`config.mk`:
```
export PLATFORM = sky130hd
export DESIGN_NAME = input_controller
export DESIGN_NICKNAME = d
export VERILOG_FILES = /design/src/rtl/input_pkg.sv /design/src/rtl/button_debouncer.sv /design/src/rtl/input_controller.sv
export SDC_FILE = /design/constraint.sdc
export NUM_CORES = 1
export LEC_CHECK = 0
export BUFFER_PORTS_ARGS = -buffer_cell sky130_fd_sc_hd__buf_2
export CORE_UTILIZATION = 45
export CTS_CLUSTER_DIAMETER = 200
export DETAILED_ROUTE_END_ITERATION = 8
export SETUP_SLACK_MARGIN = 0.4
export SLEW_MARGIN = 20
export SYNTH_ARGS = -nofsm -noshare
export SYNTH_HDL_FRONTEND = slang
export SYNTH_HIERARCHICAL = 1
export SYNTH_SLANG_ARGS = --single-unit
```
`constraint.sdc`:
```
create_clock -name clk -period 5.9 [get_ports clk]
set_clock_uncertainty 0.05 [all_clocks]
set_input_delay 0.295 -clock clk [delete_from_list [all_inputs] [get_ports clk]]
set_output_delay 0.295 -clock clk [all_outputs]
set_load 0.01 [all_outputs]
```
`src/rtl/input_pkg.sv`:
```
// Shared constants for the player-input front end.
package input_pkg;

  localparam int unsigned NUM_BUTTONS  = 5;
  localparam int unsigned EVENT_CODE_W = 3;
  localparam int unsigned STABLE_CNT_W = 4;
  localparam int unsigned HOLD_CNT_W   = 8;

  localparam int unsigned BTN_UP     = 0;
  localparam int unsigned BTN_DOWN   = 1;
  localparam int unsigned BTN_LEFT   = 2;
  localparam int unsigned BTN_RIGHT  = 3;
  localparam int unsigned BTN_ACTION = 4;

endpackage

```
`src/rtl/button_debouncer.sv`:
```
// One button: 2-FF synchroniser, frame-rate debounce, press detect and
// auto-repeat. press/rpt are single-cycle strobes coincident with the sample
// edge so the pending flag sets on the same edge that buttons_db rises.
module button_debouncer
  import input_pkg::*;
#(
  parameter int unsigned DEBOUNCE_FRAMES = 2,
  parameter int unsigned REPEAT_FRAMES   = 16
) (
  input  logic clk,
  input  logic reset,
  input  logic btn_raw,
  input  logic sample,
  output logic btn_db,
  output logic press,
  output logic rpt
);

  logic                    sync_q1;
  logic                    sync_q2;
  logic [STABLE_CNT_W-1:0] stable_cnt;
  logic [HOLD_CNT_W-1:0]   hold_cnt;
  logic                    flip_c;
  logic                    held_c;

  // Flip, press and repeat decode for the current sample edge.
  always_comb begin
    flip_c = sample && (sync_q2 != btn_db) &&
             ((stable_cnt + STABLE_CNT_W'(1)) == STABLE_CNT_W'(DEBOUNCE_FRAMES));
    press  = flip_c && sync_q2;
    // A button that is releasing on this edge no longer counts as held.
    held_c = btn_db && !flip_c;
    rpt    = (REPEAT_FRAMES != 0) && sample && held_c &&
             ((hold_cnt + HOLD_CNT_W'(1)) == HOLD_CNT_W'(REPEAT_FRAMES));
  end

  // Pad synchroniser.
  always_ff @(posedge clk or negedge reset) begin
    if (!reset) begin
      sync_q1 <= 1'b0;
      sync_q2 <= 1'b0;
    end else begin
      sync_q1 <= btn_raw;
      sync_q2 <= sync_q1;
    end
  end

  // Stable counter and debounced level, advanced only on sample edges.
  always_ff @(posedge clk or negedge reset) begin
    if (!reset) begin
      stable_cnt <= '0;
      btn_db     <= 1'b0;
    end else if (sample) begin
      if (sync_q2 == btn_db) begin
        stable_cnt <= '0;
      end else if (flip_c) begin
        btn_db     <= sync_q2;
        stable_cnt <= '0;
      end else begin
        stable_cnt <= stable_cnt + STABLE_CNT_W'(1);
      end
    end
  end

  // Hold counter; parked at zero when repeat is disabled.
  always_ff @(posedge clk or negedge reset) begin
    if (!reset) begin
      hold_cnt <= '0;
    end else if (sample) begin
      if (!held_c || rpt || (REPEAT_FRAMES == 0)) begin
        hold_cnt <= '0;
      end else begin
        hold_cnt <= hold_cnt + HOLD_CNT_W'(1);
      end
    end
  end

endmodule

```
`src/rtl/input_controller.sv`:
```
// Frame-synchronous input front end: per-button debounce, sticky pending
// flags, fixed-priority select and a single valid/ready event register.
module input_controller #(
  parameter int unsigned NUM_BUTTONS     = input_pkg::NUM_BUTTONS,
  parameter int unsigned DEBOUNCE_FRAMES = 2,
  parameter int unsigned REPEAT_FRAMES   = 16
) (
  input  logic                                 clk,
  input  logic                                 reset,
  input  logic [NUM_BUTTONS-1:0]               buttons_raw,
  input  logic                                 frame_end,
  input  logic                                 input_enable,
  input  logic                                 event_ready,
  output logic                                 event_valid,
  output logic [input_pkg::EVENT_CODE_W-1:0]   event_code,
  output logic [NUM_BUTTONS-1:0]               buttons_db,
  output logic                                 frame_tick
);

  import input_pkg::*;

  logic                    sample_c;
  logic [NUM_BUTTONS-1:0]  press_v;
  logic [NUM_BUTTONS-1:0]  rpt_v;
  logic [NUM_BUTTONS-1:0]  pending;
  logic [NUM_BUTTONS-1:0]  pending_nxt;
  logic [NUM_BUTTONS-1:0]  sel_onehot;
  logic [EVENT_CODE_W-1:0] sel_idx;
  logic                    sel_found;
  logic                    load_c;

  assign sample_c = frame_end && input_enable;

  for (genvar g = 0; g < NUM_BUTTONS; g++) begin : g_btn
    button_debouncer #(
      .DEBOUNCE_FRAMES (DEBOUNCE_FRAMES),
      .REPEAT_FRAMES   (REPEAT_FRAMES)
    ) u_btn (
      .clk     (clk),
      .reset   (reset),
      .btn_raw (buttons_raw[g]),
      .sample  (sample_c),
      .btn_db  (buttons_db[g]),
      .press   (press_v[g]),
      .rpt     (rpt_v[g])
    );
  end

  // Lowest-index pending flag wins; new sets this edge are not eligible yet.
  always_comb begin
    sel_found  = 1'b0;
    sel_idx    = '0;
    sel_onehot = '0;
    for (int i = 0; i < NUM_BUTTONS; i++) begin
      if (pending[i] && !sel_found) begin
        sel_found     = 1'b1;
        sel_idx       = EVENT_CODE_W'(i);
        sel_onehot[i] = 1'b1;
      end
    end
    load_c      = !event_valid || event_ready;
    // Set beats clear when both hit the same flag.
    pending_nxt = (pending & ~(load_c ? sel_onehot : '0)) | press_v | rpt_v;
  end

  // Pending flags, output register and frame step pulse.
  always_ff @(posedge clk or negedge reset) begin
    if (!reset) begin
      pending     <= '0;
      event_valid <= 1'b0;
      event_code  <= '0;
      frame_tick  <= 1'b0;
    end else begin
      pending    <= pending_nxt;
      frame_tick <= sample_c;
      if (load_c) begin
        event_valid <= sel_found;
        if (sel_found) begin
          event_code <= sel_idx;
        end
      end
    end
  end

endmodule

```
# Yosys cells after proc, flatten, opt, wreduce, memory -nomap -nowiden
# Cells that the tools add are included.
# Widths: inputs -> output; s select.
[word_totals] ff_bits=85 input_bits=10 output_inout_bits=10 wordCells=159
[op_classes] addsub=10 n_eq_ne=20 mux=29 bitwise=9 reduce_logical=62
[ops] operator="$add 8x1->8 const B" count=5
[ops] operator="$eq 8x5->1 const B" count=5
[ops] operator="$mux 4" count=10
[ops] operator="$mux 8" count=5
[ops] operator="$logic_and 1x1->1" count=35
[ops] operator="$add 4x1->4 const B" count=5
[ops] operator="$eq 4x2->1 const B" count=5
[ops] operator="$logic_not 1->1" count=15
[ops] operator="$reduce_and 3->1" count=5
[ops] operator="$mux 1" count=10
[ops] operator="$or 5x5->5" count=2
[ops] operator="$mux 3" count=3
[ops] operator="$logic_or 1x1->1" count=6
[ops] operator="$and 5x5->5" count=1
[ops] operator="$eq 1x1->1" count=5
[ops] operator="$mux 5" count=1
[ops] operator="$ne 1x1->1" count=5
[ops] operator="$not 1->1" count=5
[ops] operator="$not 5->5" count=1
[ops] operator="$reduce_and 2->1" count=1

# Logic depth before layout (Yosys ltp)
# Gate-level depths: netlist of the first run.
[logic_depth] depth_word=18 mapped_depth=8 mapped_depth_nobuf=8

# Hierarchy
# The synthesis of the first run kept the hierarchy.
[by_module_without_submodules] module="button_debouncer" instances=5 cells_per_inst=93 area_per_inst_um2=880.8 seq_area_each_um2=375.4
[by_module_without_submodules] module="input_controller" instances=1 cells_per_inst=40 area_per_inst_um2=450.4 seq_area_each_um2=250.2

# Worst setup path before layout of the first run
# OpenSTA, ideal clock, no wires.
[synth_timing] path_type="input -> register" startpoint="input frame_end" endpoint="register pending[0]" setup_ns=0.124 t_arrival_ns=1.733 required_ns=5.726 slack_ns=3.993 cell_stages=6 n_path_buf=1 path_cell_list="and2_1 nand3b_1 o31ai_2 buf_4 nor2_1 a211o_1"
[synth_via] elab_chain_cells=8 word_cells_on_any_way=10 cone_classes="bitwise: 2; reduce/logical: 8"
[synth_lines] element="start: declaration" line="input_controller.sv:11" rtl="input logic frame_end,"
[synth_lines] element="$logic_and 1x1->1 *" line="input_controller.sv:32" rtl="assign sample_c = frame_end && input_enable;"
[synth_lines] element="$logic_and 1x1->1 (2 in a row)" line="button_debouncer.sv:28" rtl="flip_c = sample && (sync_q2 != btn_db) &&"
[synth_lines] element="$logic_not 1->1" line="button_debouncer.sv:32" rtl="held_c = btn_db && !flip_c;"
[synth_lines] element="$logic_and 1x1->1" line="button_debouncer.sv:32"
[synth_lines] element="$logic_and 1x1->1 * (2 in a row)" line="button_debouncer.sv:33" rtl="rpt = (REPEAT_FRAMES != 0) && sample && held_c &&"
[synth_lines] element="net rpt_v[0]" line="input_controller.sv:24" rtl="logic [NUM_BUTTONS-1:0] rpt_v;"
[synth_lines] element="$or 5x5->5 *" line="input_controller.sv:63" rtl="pending_nxt = (pending & ~(load_c ? sel_onehot : '0)) | press_v | rpt_v;"
[synth_lines] element="net pending_nxt[0]" line="input_controller.sv:26" rtl="logic [NUM_BUTTONS-1:0] pending_nxt;"
[synth_lines] element="end signal: assignment" line="input_controller.sv:74" rtl="pending <= pending_nxt;"
[synth_lines] element="end: declaration" line="input_controller.sv:25" rtl="logic [NUM_BUTTONS-1:0] pending;"
# Mark *: on every way through the listed nets, which the timed path passes. The rest lies on a longest branch.
# A chain may end at the register's enable or synchronous reset.

# Final worst setup path of the first run
[layout_timing] startpoint="register g_btn[3].u_btn.stable_cnt[0]" endpoint="register g_btn[3].u_btn.hold_cnt[4]"
[layout_via] elab_chain_cells=9 word_cells_on_any_way=10 cone_classes="add/sub: 1; eq/ne: 1; mux: 1; reduce/logical: 7"
[layout_lines] element="start: declaration" line="button_debouncer.sv:21" rtl="logic [STABLE_CNT_W-1:0] stable_cnt;"
[layout_lines] element="start signal: assignment" line="button_debouncer.sv:60" rtl="stable_cnt <= stable_cnt + STABLE_CNT_W'(1);"
[layout_lines] element="$add 4x1->4 *" line="button_debouncer.sv:29" rtl="((stable_cnt + STABLE_CNT_W'(1)) == STABLE_CNT_W'(DEBOUNCE_FRAMES));"
[layout_lines] element="$eq 4x2->1 *" line="button_debouncer.sv:29"
[layout_lines] element="$logic_and 1x1->1 *" line="button_debouncer.sv:28"
[layout_lines] element="$logic_not 1->1 *" line="button_debouncer.sv:32"
[layout_lines] element="$logic_and 1x1->1 *" line="button_debouncer.sv:32"
[layout_lines] element="$logic_and 1x1->1 (2 in a row)" line="button_debouncer.sv:33"
[layout_lines] element="$logic_or 1x1->1 *" line="button_debouncer.sv:70" rtl="if (!held_c || rpt || (REPEAT_FRAMES == 0)) begin"
[layout_lines] element="$mux 8 *" line="button_debouncer.sv:70"
[layout_lines] element="end signal: assignment" line="button_debouncer.sv:73" rtl="hold_cnt <= hold_cnt + HOLD_CNT_W'(1);"
[layout_lines] element="end: declaration" line="button_debouncer.sv:22" rtl="logic [HOLD_CNT_W-1:0] hold_cnt;"
# Every way passes the cells marked *; elsewhere a longest branch is shown, timed or not.

==> run_results.csv, run 1 <==
group,metric,value,unit
status,outcome,"finished, final reports clean",
synth,ys_seq_area_share,43.8,%
synth,netlist_area,4850,um^2
critical_path,crit_chain,"ha_1 -> nor2_1 -> a211oi_4 -> o31ai_2 -> nand2b_1 -> o221ai_1",
die,fp.coreArea,10400,um^2
synth,synth_ff_type,"dfrtp_1",
critical_path,path_buf_inv,0,
synth,synth-edff-count,0,
sta,tightest_slew,825,ps
clocking,hold_buffers,6,
flow_run,maxCapViolations,0,
synth,yosys_register_bits,85,
sta,drv_slew,0,
route,first_pass_iters,4,
placement,numPortBuffers,19,
die,die_w,106,um
critical_path,cp_max_fo,12,
placement,hpwl,5980,um
route,drtIter0Drc,119,
worst_hold_path,hold_class,"input port to async pin",
critical_path,critical_path.top_delay_family,"compound AO/OA/AOI/OAI gates",
synth,yosysTopAreaCellShare,43.8,%
sta,fmax,443,MHz
die,die_h,106,um
clocking,root_buffer,"clkbuf_8",
clocking,clockBufferDepth,2,
route,drc_errors,0,
critical_path,slowest_stage,"o31ai_2",
clocking,cts.sinks,85,
synth,yosys-top-cells-area,"dfrtp_1 (44%), nand2_1 (4.1%), ha_1 (3.9%)",
critical_path,rr_startpoint,"g_btn[3].u_btn/stable_cnt[0]",
placement,postPlaceCellArea,5060,um^2
route,vias,3632,
critical_path,endpoint_kind,"flip-flop",
clocking,ctsResizeCount,0,
sta,fin_crit,2260,ps
clocking,clkSlewWorstSetupHoldPaths,90,ps
finish,final_cell_area,5320,um^2
grt,grt_pass1_wl,15800,um
critical_path,cpPeakStageDelay,690,ps
clocking,clk_latency,370,ps
finish,nets,552,
die,start_util,46.8,%
synth,synth_common_cells,"dfrtp_1 (85), nand2_1 (53), inv_1 (36), o21ai_0 (36), nand2b_1 (25)",
route,vias_per_cell,5.44,
critical_path,reg2reg_slack,3640,ps
critical_path,timing.rr.end,"g_btn[3].u_btn/hold_cnt[4]",
power_and_ir_drop,ir_drop,0.204,mV
finish,area_growth,9.48,%
clocking,cts_setup_buffers,0,
die,rows,37,
sta,final-setup-viol-count,0,
die,dieArea,11200,um^2
placement,gp_congestion,0.767,
route,ant_nets,0,
synth,yosys.cell_types.count,43,
grt,gr-total-overflow,0,
route,routedWlPerCell,13.6,um
grt,grt_max_degree,90,
grt,grt_pass1_vias,3496,
clocking,htree_num_levels,3,
finish,drive_gt1_share,13.7,%
critical_path,crit_start,"g_btn[3].u_btn/stable_cnt[0]",
synth,ys_warn_count,6,
grt,track_usage,17.9,%
grt,antenna_found_initial,0,
sta,rsz0062_at_grt,"no",
synth,syn_inst,505,
critical_path,r2r_cells,6,
critical_path,worst_setup_path_start_kind,"flip-flop",
route,routed_wl,9080,um
critical_path,crit_end,"g_btn[3].u_btn/hold_cnt[4]",
finish,n_antenna_cell,0,
synth,async_flop_share,100,%
synth,syn_avg_cell_area,9.61,um^2
power_and_ir_drop,power_leakage,2.33,nW
synth,yosysTopAreaCell,"dfrtp_1",
sta,finalHoldViolations,0,
clocking,cts_inserted_buffers,9,
synth,synth.most_common_cell,"dfrtp_1",
power_and_ir_drop,powerDensity,385,nW/um^2
die,io_pins,20,
critical_path,required,6070,ps
synth,syn-num-nets,530,
clocking,cts_tree,"built",
sta,relSlewSlack,45.0,%
sta,fin_crit_sh,38.3,%
critical_path,critPathKind,"flip-flop to flip-flop",
sta,fin_setup_tns,0,ps
critical_path,cp.arrival,2430,ps
critical_path,cp_num_cells,6,
## area by class of cell
| type | instances | area (um^2) |
|---|---|---|
| Fill cell | 990 | 5050 |
| Multi-Input combinational cell | 368 | 2510 |
| Sequential cell | 85 | 2130 |
| Timing Repair Buffer | 27 | 176 |
| Tap cell | 136 | 170 |
| Inverter | 36 | 135 |
| Clock buffer | 10 | 128 |
| Clock inverter | 6 | 63.8 |
## metal layers
layer  part of all wire (%)  global-route usage (%)  vias up
met1                     49                    22.6     1748
li1                       -                       -     1844
met3                    2.9                    5.13        9
met2                     47                    29.3       31
met4                    1.1                    6.15        0
met5                      0                       0        -
## kinds of logic (layout without fill, tap and decap cells)
family,count (synthesis),count (layout),synth area share [%]
AND/OR/NAND/NOR,222,222,26.1
AO/OA/AOI/OAI,116,116,18.7
flip-flops,85,85,43.8
buffers and inverters,52,79,4.43
adder cells (fa/ha/maj),15,15,3.87
multiplexers,10,10,2.19
XOR/XNOR,5,5,0.902
## through the flow
step / hold WS [ps] / utilization, % / power, mW / std cells / setup slack (ps)
after global placement: 72.7 / 48.8 / 1.62 / 646 / 3340
after CTS: 203 / 51.2 / 2.08 / 668 / 3620
after global routing: 215 / 51.3 / 2.22 / 668 / 3420
final: 230 / 51.3 / 2.05 / 668 / 3640
after floorplan: -50.6 / - / 1.48 / 505 / 3990
after detailed placement: 76.9 / 48.8 / 1.65 / 646 / 3280
## cells in the final DEF (no fill, tap or decap), types with 6 or more instances in the layout
cell,count
dfrtp_1,85
nand2_1,53
o21ai_0,36
inv_1,36
nand2b_1,25
nor2_1,24
nor3_1,21
and3_1,20
buf_2,18
o22ai_1,16
nand3b_1,15
nand3_1,15
a21o_1,15
ha_1,15
nor2b_1,12
clkbuf_8,9
and2_4,6
a22o_1,6
nor3b_1,6
dlygate4sd3_1,6
## state kept, by name, summed over array words and instances, names as in the netlist
signal                  cells
event_code                  3
event_valid                 1
frame_tick                  1
g_btn.u_btn/btn_db          5
g_btn.u_btn/hold_cnt       40
g_btn.u_btn/stable_cnt     20
g_btn.u_btn/sync_q1         5
g_btn.u_btn/sync_q2         5
pending                     5
## worst min path at each step
| stage | cells past startpoint | to | slack [ps] | start |
|---|---|---|---|---|
| after floorplan | 0 | event_code[0] | -50 | reset |
| after CTS | 2 | g_btn[0].u_btn/sync_q1 | 200 | reset |
| after global routing | 2 | g_btn[0].u_btn/sync_q1 | 220 | reset |
| after detailed placement | 1 | g_btn[0].u_btn/hold_cnt[6] | 80 | reset |
| final | 2 | g_btn[0].u_btn/stable_cnt[2] | 230 | reset |
| after global placement | 1 | g_btn[0].u_btn/hold_cnt[6] | 70 | reset |
## power breakdown
group	leakage (nW)	internal, mW	total (mW)	switching [mW]
combinational	1.12	0.304	0.682	0.378
sequential	1.12	0.752	0.956	0.205
clock	0.0923	0.195	0.408	0.214
total	2.33	1.25	2.05	0.797
Note: power is estimated with default switching activity, not from simulation.
==> inputs of run 2 (changes only) <==
--- a/config.mk
+++ b/config.mk
@@ -5,6 +5,7 @@
 export SDC_FILE = /design/constraint.sdc
 export NUM_CORES = 1
 export LEC_CHECK = 0
+export ABC_AREA = 1
 export BUFFER_PORTS_ARGS = -buffer_cell sky130_fd_sc_hd__buf_2
 export CORE_UTILIZATION = 45
 export CTS_CLUSTER_DIAMETER = 200
==> constraint.sdc (replaced) <==
create_clock -name clk -period 2.1 [get_ports clk]
set_clock_uncertainty 0.05 [all_clocks]
set_input_delay 0.105 -clock clk [delete_from_list [all_inputs] [get_ports clk]]
set_output_delay 0.105 -clock clk [all_outputs]
set_load 0.01 [all_outputs]
==> run 2 against run 1 <==
Against the previous run:
- register-to-register slack got worse by 3200 ps
- highest routed layer unchanged
- combinational power rose by 130%
- cell area rose by 5.9%
- sequential power increased by 120%
- synthesized cell count is 8.7% higher
- first-iteration DRC count is 20% higher
- critical path depth increased by 2
- core utilization rose by 3.0 points
- setup slack got worse by 3200 ps
- count of clock-buffer cells in the layout is 2 higher
- power increased by 140%
==> run_results.csv, run 2 <==
group,metric,value,unit
sta,finalHoldViolations,0,
critical_path,cp_max_fo,8,
die,io_pins,20,
clocking,root_buffer,"clkbuf_8",
die,die_h,106,um
critical_path,rr_startpoint,"g_btn[1].u_btn/stable_cnt[0]",
critical_path,r2r_cells,8,
finish,area_growth,16.3,%
clocking,cts_tree,"built",
clocking,clockBufferDepth,2,
synth,syn-num-nets,574,
finish,nets,626,
route,first_pass_iters,4,
synth,synth.most_common_cell,"nand2_1",
route,drtIter0Drc,143,
route,routed_wl,9220,um
synth,syn_inst,549,
finish,mostFrequentLayoutCell,"nand2_1",
critical_path,cp.arrival,1820,ps
finish,largest_registers,"g_btn.u_btn/hold_cnt x40, g_btn.u_btn/stable_cnt x20",
clocking,htree_num_levels,3,
critical_path,critPathKind,"flip-flop to flip-flop",
power_and_ir_drop,power_leakage,2.51,nW
grt,grt_max_degree,40,
placement,gp_congestion,0.800,
sta,fin_crit,1620,ps
grt,gr-total-overflow,0,
placement,hpwl,6230,um
synth,yosys_register_bits,85,
clocking,clkSlewWorstSetupHoldPaths,90,ps
synth,yosys.cell_types.count,30,
status,outcome,"finished, final reports clean",
worst_hold_path,hold_class,"input port to flip-flop",
sta,tightest_slew,540,ps
finish,fill_cells,968,
finish,drive_gt1_share,33.7,%
sta,relSlewSlack,64.0,%
critical_path,endpoint_kind,"flip-flop",
finish,mostFrequentLayoutCells,"nand2_1 (137), dfrtp_1 (82), inv_1 (46)",
power_and_ir_drop,ir_drop,0.543,mV
route,vias,3595,
synth,netlist_area,4840,um^2
grt,antenna_found_initial,0,
finish,n_antenna_cell,0,
worst_hold_path,holdPathStages,4,
sta,drv_slew,0,
sta,rsz0062_at_grt,"yes",
finish,largest_register_ffs,40,
synth,synth_common_cells,"nand2_1 (142), dfrtp_1 (85), inv_1 (46)",
grt,track_usage,18.0,%
route,vias_per_cell,4.85,
finish,seq_area,2130,um^2
finish,final_util,54.3,%
route,drc_errors,0,
route,routedWlPerCell,12.4,um
sta,fin_setup_tns,0,ps
critical_path,timing.rr.end,"g_btn[1].u_btn/hold_cnt[3]",
die,die_w,106,um
sta,fin_crit_sh,77.3,%
power_and_ir_drop,powerDensity,876,nW/um^2
synth,yosysTopAreaCellShare,44.0,%
critical_path,reg2reg_slack,480,ps
grt,grt_pass1_wl,16000,um
flow_run,maxCapViolations,0,
die,dieArea,11200,um^2
clocking,clk_latency,360,ps
critical_path,required,2300,ps
route,ant_nets,0,
synth,ys_warn_count,6,
synth,syn_avg_cell_area,8.81,um^2
finish,largest_register,"g_btn.u_btn/hold_cnt",
synth,yosysTopAreaCell,"dfrtp_1",
worst_hold_path,hold_path.startpoint,"event_ready",
die,start_util,46.7,%
synth,yosys-top-cells-area,"dfrtp_1 (44%), nand2_1 (11%), o21ai_2 (6.3%)",
sta,fmax,616,MHz
worst_hold_path,min_to,"event_valid",
finish,multi_input_comb_area,2520,um^2
critical_path,worst_setup_path_start_kind,"flip-flop",
placement,numPortBuffers,19,
synth,synth-edff-count,0,
synth,async_flop_share,100,%
die,fp.coreArea,10400,um^2
power_and_ir_drop,power,4.93,mW
sta,final-setup-viol-count,0,
die,rows,37,
grt,grt_pass1_vias,3562,
clocking,cts.sinks,85,
synth,synth_ff_type,"dfrtp_1",
synth,ys_seq_area_share,44.0,%
clocking,cts_inserted_buffers,9,
[run 2: cell count changes after synthesis, moves of 14 or more]
| cell | change |
|---|---|
| nand2_1 | +89 |
| nor3_1 | -21 |
| o21ai_0 | -32 |
| o21ai_2 | +35 |
| nand3_2 | +14 |
| nand2b_1 | -25 |
| and3_1 | -20 |
| a21o_1 | -15 |
| o21ai_1 | +25 |
| o22ai_1 | -16 |
| nand2_2 | +21 |
[run 2: area by class of cell]
| class | count | area share [%] |
|---|---|---|
| inverter | 61 | 4.20 |
| clock inverter | 4 | 0.845 |
| clock buffer | 12 | 2.58 |
| tap | 136 | 3.02 |
| timing repair buffer | 51 | 6.71 |
| sequential | 85 | 37.9 |
| multi-input combinational | 393 | 44.8 |
[run 2: kinds of logic after synthesis]
family                     after synthesis  synth area share (%)
and+or+nand+nor                        273                  28.8
AOI/OAI and AO/OA                       85                  12.9
DFF                                     85                  44.0
buffers and inverters                   71                  6.03
xor gates and xnor gates                20                  4.40
adders and majority gates               15                  3.88
[run 2: per-layer routing]
| layer | GRT usage [%] | vias to the layer above | wire, um |
|---|---|---|---|
| li1 | - | 1861 | - |
| met1 | 22.8 | 1700 | 4320 |
| met2 | 30.4 | 23 | 4580 |
| met3 | 3.34 | 11 | 166 |
| met4 | 6.85 | 0 | 151 |
| met5 | 0 | - | 0 |
[run 2: critical path, stage by stage (launching register included)]
cell	delay, ps
dfrtp_1	400
ha_1	210
xor2_1	180
nor2_2	160
nand3_2	120
nand2_2	120
clkinv_2	100
nand2_8	110
o21ai_2	60
[run 2: repair_timing]
| item | 4_1_cts | 5_1_grt |
|---|---|---|
| setup endpoints to repair | 21 | 45 |
| pin swaps | 5 | 17 |
| gates cloned | 0 | 0 |
| resized for setup | 1 | 29 |
| endpoints found under the hold margin | 42 | 0 |
| hold buffers | 6 | 0 |
| buffers inserted | 6 | 16 |
[run 2: where the power goes]
part           switching (mW)  total, mW  internal (mW)
combinational           0.928       1.60          0.676
sequential              0.250       2.15           1.90
clock                   0.592       1.17          0.580
total                    1.77       4.93           3.16
[run 2: stage by stage]
stage / hold slack, ps / worst slack (ps) / cell area (um^2) / instances
3_3_place_gp: 71.1 / 438 / 5100 / 698
4_1_cts: 74.5 / 403 / 5410 / 726
2_1_floorplan: -241 / 546 / 4840 / 549
3_5_place_dp: 74.9 / 401 / 5100 / 698
5_1_grt: 134 / 378 / 5630 / 742
6_report: 77.9 / 477 / 5630 / 742
[run 2: worst max path at each step]
stage	startpoint	to	slack, ps
after floorplan	g_btn[0].u_btn/stable_cnt[0]	g_btn[0].u_btn/hold_cnt[2]	550
after global placement	g_btn[3].u_btn/stable_cnt[0]	g_btn[3].u_btn/hold_cnt[2]	440
after detailed placement	g_btn[1].u_btn/stable_cnt[0]	g_btn[1].u_btn/hold_cnt[0]	400
after CTS	g_btn[4].u_btn/stable_cnt[0]	g_btn[4].u_btn/hold_cnt[2]	400
after global routing	g_btn[1].u_btn/stable_cnt[0]	g_btn[1].u_btn/hold_cnt[3]	380
final	g_btn[1].u_btn/stable_cnt[0]	g_btn[1].u_btn/hold_cnt[3]	480
==> inputs of run 3 (changes only) <==
==> constraint.sdc (replaced) <==
create_clock -name clk -period 1.4 [get_ports clk]
set_clock_uncertainty 0.05 [all_clocks]
set_input_delay 0.07 -clock clk [delete_from_list [all_inputs] [get_ports clk]]
set_output_delay 0.07 -clock clk [all_outputs]
set_load 0.01 [all_outputs]
==> run 3 against run 2 <==
Against the previous run:
- the flow now finishes with violations (negative setup slack)
- cell area grew 20%
- combinational power grew 140%
- critical path depth is the same
- flip-flop and latch count is the same
- setup slack lost 700 ps
- largest power group is now combinational logic
==> run_results.csv, run 3 (synthesized netlist as in run 2, its figures left out) <==
group,metric,value,unit
status,outcome,"complete, but fails checks",
status,violations,"negative setup slack",
sta,whs,10.9,ps
critical_path,reg2reg_slack,-220,ps
placement,dp_slack,-210,ps
power_and_ir_drop,ir_drop,0.691,mV
finish,largest_registers,"g_btn.u_btn/hold_cnt x40, g_btn.u_btn/stable_cnt x20",
sta,relSlewSlack,76.9,%
route,drc_errors,0,
die,dieArea,11200,um^2
route,drtIter0Drc,134,
clocking,cts_inserted_buffers,9,
finish,fill_cells,829,
clocking,cts.sinks,85,
power_and_ir_drop,power_switching,3.18,mW
route,vias,3985,
sta,rsz0062_at_grt,"yes",
sta,tightest_slew,347,ps
route,routed_wl,10500,um
flow_run,maxCapViolations,0,
die,rows,37,
critical_path,cp.arrival,1810,ps
worst_hold_path,hold_class,"input port to flip-flop",
route,ant_nets,0,
route,routedWlPerCell,12.9,um
finish,largest_register,"g_btn.u_btn/hold_cnt",
critical_path,cp_max_fo,8,
power_and_ir_drop,powerDensity,1330,nW/um^2
sta,final-setup-viol-count,55,
finish,area_growth,39.9,%
die,start_util,46.7,%
sta,fin_crit_sh,116,%
grt,gr-total-overflow,0,
finish,largest_register_ffs,40,
clocking,root_buffer,"clkbuf_8",
critical_path,critPathKind,"flip-flop to flip-flop",
sta,fin_setup_tns,-8850,ps
clocking,cts_tree,"built",
power_and_ir_drop,power.internal,5.79,mW
power_and_ir_drop,p_clk_share,20.9,%
finish,mostFrequentLayoutCell,"nand2_1",
grt,antenna_found_initial,0,
clocking,clkSlewWorstSetupHoldPaths,80,ps
clocking,clockBufferDepth,2,
route,vias_per_cell,4.88,
sta,drv_slew,0,
grt,grt_pass1_wl,18100,um
sta,fmax,618,MHz
grt,track_usage,20.1,%
finish,nets,700,
grt,grt_max_degree,29,
power_and_ir_drop,pwr-share-comb,42.8,%
critical_path,endpoint_kind,"flip-flop",
route,first_pass_iters,5,
critical_path,required,1590,ps
die,fp.coreArea,10400,um^2
die,die_h,106,um
finish,drive_gt1_share,49.0,%
die,die_w,106,um
finish,mostFrequentLayoutCells,"nand2_1 (129), dfrtp_1 (82), buf_4 (70)",
sta,fin_crit,1620,ps
power_and_ir_drop,p_sw_share,35.5,%
sta,finalHoldViolations,0,
power_and_ir_drop,power_leakage,3.04,nW
power_and_ir_drop,seq_power_share,36.3,%
sta,fin_ws,-218,ps
finish,n_antenna_cell,0,
clocking,clk_latency,350,ps
placement,numPortBuffers,19,
die,io_pins,20,
placement,gp_congestion,0.787,
critical_path,worst_setup_path_start_kind,"flip-flop",
placement,hpwl,7030,um
grt,grt_pass1_vias,4066,
clocking,htree_num_levels,3,
run 3: worst max-delay path: stages (launching register included):
cell      delay [ps]
dfrtp_1          410
ha_2             200
xor2_2           190
nor2_2           160
nand3_2          140
nand2_4          140
clkinv_4          80
nand2_8          100
a21oi_2           60
run 3: stage by stage:
stage | utilization, % | cells | power (mW) | cell area [um^2]
after global placement | 54.5 | 767 | 5.68 | 5650
after global routing | 65.3 | 816 | 9.52 | 6770
after detailed placement | 54.5 | 767 | 5.77 | 5650
final | 65.3 | 816 | 8.98 | 6770
after floorplan | - | 549 | 4.65 | 4860
after CTS | 61.6 | 801 | 8.58 | 6380
run 3: layout make-up:
type                    instances  area, um^2  area share (%)
multi-input cells             393        2920            43.1
flip-flops and latches         85        2130            31.5
repair buffers                125        1080            16.0
inverters                      61         262            3.86
well taps                     136         170            2.51
clock buffers                  11         131            1.94
clock inverters                 5        75.1            1.11
run 3: metal layers:
| metal | vias up | part of all wire (%) | wire, um | track usage, % |
|---|---|---|---|---|
| met2 | 33 | 51 | 5410 | 34.4 |
| met5 | - | 0 | 0 | 0 |
| li1 | 2012 | - | - | - |
| met4 | 0 | 1.1 | 112 | 6.25 |
| met1 | 1932 | 46 | 4820 | 25.5 |
| met3 | 8 | 1.8 | 192 | 3.96 |
run 3: repair_timing:
action	in CTS	in global routing
pin swaps	43	45
hold endpoints to repair	90	0
resized for setup	82	66
setup buffers	12	15
setup endpoints to repair	83	84
hold buffers	6	0
run 3: worst paths after layout:
| path | end | startpoint | depth (start not counted) |
|---|---|---|---|
| worst max-delay path | g_btn[0].u_btn/hold_cnt[2] | g_btn[0].u_btn/stable_cnt[1] | 8 |
| worst min-delay path | event_valid | event_ready | 4 |
| worst max register to register | g_btn[0].u_btn/hold_cnt[2] | g_btn[0].u_btn/stable_cnt[1] | 8 |
| worst min register to register | g_btn[2].u_btn/sync_q2 | g_btn[2].u_btn/sync_q1 | 0 |
| max in group asynchronous | g_btn[3].u_btn/stable_cnt[3] | reset | 3 |
| min in group asynchronous | g_btn[1].u_btn/stable_cnt[0] | reset | 2 |
run 3: power by group through the flow:
stage / clock, mW / combinational, mW / sequential (mW)
finish: 1.88 / 3.84 / 3.26
global route: 2.04 / 4.17 / 3.31
CTS: 1.95 / 3.42 / 3.21
detailed placement: 0 / 2.58 / 3.20
global placement: 0 / 2.50 / 3.18
floorplan: 0 / 1.35 / 3.30
